## src/rtl/oam_dma_if.sv

```systemverilog
// Bus bundle for the OAM DMA engine: CPU register port, source read port and OAM write port.
// The slave side is the DMA engine; the master side is the surrounding system.
interface oam_dma_if;
    logic        reg_we;
    logic [15:0] reg_addr;
    logic [7:0]  reg_wdata;
    logic [7:0]  reg_rdata;
    logic        dma_active;
    logic        src_rd;
    logic [15:0] src_addr;
    logic [7:0]  src_data;
    logic        src_valid;
    logic        oam_we;
    logic [7:0]  oam_addr;
    logic [7:0]  oam_wdata;

    modport slave (
        input  reg_we, reg_addr, reg_wdata, src_data, src_valid,
        output reg_rdata, dma_active, src_rd, src_addr, oam_we, oam_addr, oam_wdata
    );

    modport master (
        output reg_we, reg_addr, reg_wdata, src_data, src_valid,
        input  reg_rdata, dma_active, src_rd, src_addr, oam_we, oam_addr, oam_wdata
    );
endinterface

```

## src/rtl/oam_dma.sv

```systemverilog
// OAM DMA engine: a write to the page register copies LENGTH bytes from that page
// into OAM, one source read and one OAM write per byte.
module oam_dma #(
    parameter logic [15:0] REG_ADDR    = 16'hFF46,
    parameter int          LENGTH      = 160,
    parameter int          START_DELAY = 1
) (
    input logic      clk,
    input logic      reset,
    oam_dma_if.slave bus
);
    typedef enum logic [2:0] {IDLE, START, READ, WAIT, WRITE} state_t;

    localparam logic [7:0] LAST_INDEX = 8'(LENGTH - 1);
    localparam logic [3:0] LAST_DELAY = 4'(START_DELAY - 1);

    state_t     state, state_next;
    logic [7:0] page, index, src_hi;
    logic [7:0] oam_addr_reg, oam_wdata_reg, rdata_reg;
    logic [3:0] delay_cnt;
    logic       accept;

    assign accept = bus.reg_we && (bus.reg_addr == REG_ADDR);

    // Pages E0-FF are the echo of work RAM at C0-DF
    assign src_hi = (page >= 8'hE0) ? page - 8'h20 : page;

    always_ff @(posedge clk) begin
        if (reset) begin
            state <= IDLE;
        end else begin
            state <= state_next;
        end
    end

    always_comb begin
        state_next     = state;
        bus.dma_active = (state != IDLE);
        bus.src_rd     = 1'b0;
        bus.src_addr   = 16'h0000;
        bus.oam_we     = 1'b0;
        case (state)
            START: begin
                if (delay_cnt == LAST_DELAY) state_next = READ;
            end
            READ: begin
                bus.src_rd   = 1'b1;
                bus.src_addr = {src_hi, index};
                state_next   = WAIT;
            end
            WAIT: begin
                if (bus.src_valid) state_next = WRITE;
            end
            WRITE: begin
                bus.oam_we = 1'b1;
                state_next = (index == LAST_INDEX) ? IDLE : READ;
            end
            default: ;
        endcase
        // A register write restarts from any state and wins over a returning read
        if (accept) state_next = START;
    end

    always_ff @(posedge clk) begin
        if (reset) begin
            page          <= 8'h00;
            index         <= 8'h00;
            delay_cnt     <= 4'h0;
            oam_addr_reg  <= 8'h00;
            oam_wdata_reg <= 8'h00;
            rdata_reg     <= 8'h00;
        end else if (accept) begin
            page      <= bus.reg_wdata;
            rdata_reg <= bus.reg_wdata;
            index     <= 8'h00;
            delay_cnt <= 4'h0;
        end else begin
            case (state)
                START: delay_cnt <= delay_cnt + 4'd1;
                WAIT: begin
                    if (bus.src_valid) begin
                        oam_wdata_reg <= bus.src_data;
                        oam_addr_reg  <= index;
                    end
                end
                WRITE: begin
                    if (index != LAST_INDEX) index <= index + 8'd1;
                end
                default: ;
            endcase
        end
    end

    assign bus.oam_addr  = oam_addr_reg;
    assign bus.oam_wdata = oam_wdata_reg;
    assign bus.reg_rdata = rdata_reg;
endmodule

```

## src/flat_wrapper.sv

```systemverilog
// flat-port wrapper written by rule: the top's interface ports become plain ports
module oam_dma_flat 
#(
    parameter logic [15:0] REG_ADDR    = 16'hFF46,
    parameter int          LENGTH      = 160,
    parameter int          START_DELAY = 1
)
  (clk, reset, bus_reg_we, bus_reg_addr, bus_reg_wdata, bus_src_data, bus_src_valid, bus_reg_rdata, bus_dma_active, bus_src_rd, bus_src_addr, bus_oam_we, bus_oam_addr, bus_oam_wdata);
  oam_dma_if bus_i ();
  input logic clk;
  input logic reset;
  input wire logic [$bits(bus_i.reg_we)-1:0] bus_reg_we;
  input wire logic [$bits(bus_i.reg_addr)-1:0] bus_reg_addr;
  input wire logic [$bits(bus_i.reg_wdata)-1:0] bus_reg_wdata;
  input wire logic [$bits(bus_i.src_data)-1:0] bus_src_data;
  input wire logic [$bits(bus_i.src_valid)-1:0] bus_src_valid;
  output wire logic [$bits(bus_i.reg_rdata)-1:0] bus_reg_rdata;
  output wire logic [$bits(bus_i.dma_active)-1:0] bus_dma_active;
  output wire logic [$bits(bus_i.src_rd)-1:0] bus_src_rd;
  output wire logic [$bits(bus_i.src_addr)-1:0] bus_src_addr;
  output wire logic [$bits(bus_i.oam_we)-1:0] bus_oam_we;
  output wire logic [$bits(bus_i.oam_addr)-1:0] bus_oam_addr;
  output wire logic [$bits(bus_i.oam_wdata)-1:0] bus_oam_wdata;
  assign bus_i.reg_we = bus_reg_we;
  assign bus_i.reg_addr = bus_reg_addr;
  assign bus_i.reg_wdata = bus_reg_wdata;
  assign bus_i.src_data = bus_src_data;
  assign bus_i.src_valid = bus_src_valid;
  assign bus_reg_rdata = bus_i.reg_rdata;
  assign bus_dma_active = bus_i.dma_active;
  assign bus_src_rd = bus_i.src_rd;
  assign bus_src_addr = bus_i.src_addr;
  assign bus_oam_we = bus_i.oam_we;
  assign bus_oam_addr = bus_i.oam_addr;
  assign bus_oam_wdata = bus_i.oam_wdata;
  oam_dma #(.REG_ADDR(REG_ADDR), .LENGTH(LENGTH), .START_DELAY(START_DELAY)) u_core (.clk(clk), .reset(reset), .bus(bus_i));
endmodule
```

## config.mk

```make
export PLATFORM = sky130hd
export DESIGN_NAME = oam_dma_flat
export DESIGN_NICKNAME = d
export VERILOG_FILES = /design/src/rtl/oam_dma_if.sv /design/src/rtl/oam_dma.sv /design/src/flat_wrapper.sv
export SDC_FILE = /design/constraint.sdc
export NUM_CORES = 1
export LEC_CHECK = 0
export ABC_AREA = 1
export CORE_MARGIN = 4
export CORE_UTILIZATION = 44
export CTS_CLUSTER_DIAMETER = 100
export DETAILED_ROUTE_END_ITERATION = 8
export PLACE_DENSITY = 0.8
export REMOVE_ABC_BUFFERS = 1
export SYNTH_ARGS = -nofsm -noshare
export SYNTH_HDL_FRONTEND = slang
export SYNTH_SLANG_ARGS = --single-unit
```

## constraint.sdc

```tcl
create_clock -name clk -period 1.7 [get_ports clk]
set_input_delay 0.51 -clock clk [delete_from_list [all_inputs] [get_ports clk]]
set_output_delay 0.51 -clock clk [all_outputs]
set_load 0.005 [all_outputs]
```

==> key figures <==
Placement
  – Port bufs: 78
  – Final HPWL DP: 4.27 mm
  – Dpl ws: -0.338 ns
  – # placed instances: 478
  – Routability Congestion: 0.794

Timing
  – Max-slew violations: 0
  – Final setup fails: 14
  – Setup repair after global routing missed its margin: true
  – Worst setup margin: -0.149 ns
  – Worst clock skew: 0.00472 ns
  – Tcrit/Tclk final: 109%
  – Tightest Pin Transition: 0.400 ns
  – Min Hold Slack: 0.483 ns
  – Relative slew slack: 73.3%
  – Fin. Hold Viols: 0
  – Min Clock Period, post-route: 1.85 ns
  – Fmax: 0.541 GHz

Synth
  – Compound-gate portion of the synthesized area: 5.64%
  – Post-Synth Simple-Gate Area: 40.2%
  – Largest family of logic cells by synthesized area: simple AND/OR/NAND/NOR gates
  – Count of cell types in the netlist: 26
  – Post-synthesis cell count: 327
  – Synthesis Warnings: 0
  – Cell area after synthesis: 2060 um2
  – Mux contribution to synthesized area: 0%
  – Sequential fraction of the synthesis area: 37.8%
  – Post-Syn Area per Cell: 6.31 um2
  – Register bit total from synthesis: 39
  – XOR/XNOR share of the synthesized area: 2.12%
  – Yosys top cell area share: 37.8%
  – Post-synthesis adder-cell area fraction: 2.42%
  – Ranking of synthesized cells by area: dfxtp_1 38%, nor2_1 15%, nand2_1 14%
  – Area leader, netlist: dfxtp_1

Route
  – Vias per cell: 4.84
  – Via count: 2388
  – Drt first pass iters: 4
  – DRT iter0 DRCs: 185
  – Final wirelength: 6.63 mm
  – ANT nets after route: 0
  – Final routed DRC violation total: 0
  – Routed length per instance: 13.4 um

Clock tree
  – CTS Buf Count: 5
  – Clk_lat worst skew: 0.29 ns
  – CTS max path bufs: 2
  – Clock sink count: 39
  – CTS tree: built
  – H-tree lvl count: 2
  – CTS Root Cell: clkbuf_8
  – Clock Pin Slew Worst Setup and Hold Paths: 0.07 ns
  – CTS Hold Bufs: 0

Critical path
  – Crit path kind: reg2out
  – CP peak stage delay: 0.35 ns
  – Crit-path leading delay family: flip-flops
  – Type of origin of the critical path: register
  – Critical path data required time: 1.19 ns
  – Crit path DAT: 1.34 ns
  – Critical-path top delay cell: dfxtp_2
  – Crit path cell chain: inv_2, ha_4, a311oi_2, buf_2
  – Buf+Inv Stages, Crit Path: 2
  – Crit-path max FO: 2
  – Critical path capture point type: output port

Global routing
  – Vias in the first global route: 2342
  – Global-route wire length before repair: 10.2 mm
  – Total GRT Usage: 21.2%
  – Antenna violations before repair: 0
  – Largest net degree at the start of global routing: 20
  – Global route overflow: 0

Cells and area
  – Final net count: 480
  – Share of layout cells above drive strength 1: 30.2%
  – FILL cells: 309
  – Non-Filler Instances: 493
  – Diodes inserted: 0
  – Register area: 798 um2
  – Area of the multi-input gates: 1240 um2
  – Area grow syn2layout: 67.6%

Hold path
  – Worst hold path class: reg2reg

Floorplanning
  – IO Pins: 79
  – DIE HEIGHT: 76.5 um
  – FP Rows: 24
  – Initial Util: 46.5%
  – Die Span X: 76.5 um
  – Core area: 4440 um2
  – Die area: 5850 um2

Power and ir drop
  – LEAKAGE: 1.74 nW
  – Total power: 0.00277 W
  – Worst VDD drop: 0.492 mV
  – PwrDens: 802 nW/um2

Flow run
  – Max cap viols: 0

Run status
  – Status: complete, but fails checks
  – Failing checks: negative setup slack
## timing repair
action | in CTS | in global routing
cloned | 0 | 4
buffers inserted | 1 | 3
endpoints found under the setup margin | 23 | 54
pin swaps | 6 | 12
resized for setup | 109 | 65
## placed cells by master (no fill, tap or decap), drive strengths merged
master / synthesis / layout
clkdlybuf4s50: 0 / 41
xor2: 3 / 3
buf: 5 / 53
nand4: 4 / 4
a311oi: 1 / 1
clkdlybuf4s15: 0 / 1
a21oi: 8 / 8
nand3: 30 / 30
dlymetal6s2s: 0 / 15
nand2: 78 / 78
a31oi: 1 / 1
clkinvlp: 0 / 2
clkinv: 1 / 3
xnor2: 2 / 2
inv: 51 / 51
clkbuf: 4 / 6
ha: 4 / 4
o21ai: 10 / 10
dfxtp: 39 / 39
a211oi: 1 / 1
dlygate4sd2: 0 / 3
nor2: 85 / 85
## final cells by class
| cell class | count | area share, % |
|---|---|---|
| clock buffer | 5 | 1.99 |
| tap | 52 | 1.88 |
| sequential | 39 | 23.1 |
| clock inverter | 3 | 0.434 |
| multi-input combinational | 227 | 35.8 |
| timing repair inverter | 1 | 0.145 |
| timing repair buffer | 114 | 30.8 |
| inverter | 52 | 5.82 |
## cells in the mapped netlist
master,count
inv_2,4
o21ai_0,9
nor2_2,1
clkbuf_1,4
nand3_1,30
xor2_1,3
a211oi_1,1
dfxtp_1,39
a21oi_1,8
nand4_1,4
ha_1,4
buf_1,1
xnor2_1,2
o21ai_2,1
nor2_8,1
nor2_4,3
a311oi_1,1
nand2_2,1
buf_6,1
a31oi_1,1
inv_4,1
buf_2,3
nor2_1,80
clkinv_1,1
inv_1,46
nand2_1,77
## power by group
group	switching (W)	total, W	leakage, nW	internal (W)
Sequential	0.0000557	0.00104	0.321	0.000988
Clock	0.000325	0.000606	0.0477	0.000281
Combinational	0.000576	0.00112	1.37	0.000549
Total	0.000956	0.00277	1.74	0.00182
## final timing paths
| path | from | end | slack (ns) | cells after the start |
|---|---|---|---|---|
| min | u_core.bus.oam_addr[2] | u_core.bus.oam_addr[2] | 0.48 | 2 |
| max | u_core.bus.reg_rdata[6] | bus_src_addr[14] | -0.15 | 4 |
| max reg2reg | u_core.state[1] | u_core.bus.oam_addr[3] | 0.17 | 11 |
| min reg2reg | u_core.bus.oam_addr[2] | u_core.bus.oam_addr[2] | 0.48 | 2 |
## cells by family after synthesis
family / after synthesis
xor gates and xnor gates: 5
and+or+nand+nor: 197
adders and majority gates: 4
AOI/OAI and AO/OA: 21
DFF: 39
buffers and inverters: 61
## metrics by stage
step	instance area, um2	setup TNS, ns	utilization, %
after floorplan	2020	-0.0875	-
after global placement	3100	-10.42	69.8
after detailed placement	3100	-11.51	69.8
after CTS	3210	-0.648	72.2
after global routing	3460	-2.02	77.8
final	3460	-0.735	77.8
## tightest hold or removal path: cells and delay by family (launching register included)
kind	cells	cell delay (ns)
flops	1	0.34
simple gates	2	0.11
## routing by layer
layer / share of wire [%] / global-route usage [%]
met5: 0 / 0
met1: 40 / 23.0
met4: 2.1 / 7.43
met3: 6.9 / 6.15
met2: 51 / 38.9
No activity file was read; power rests on OpenSTA's default activity.
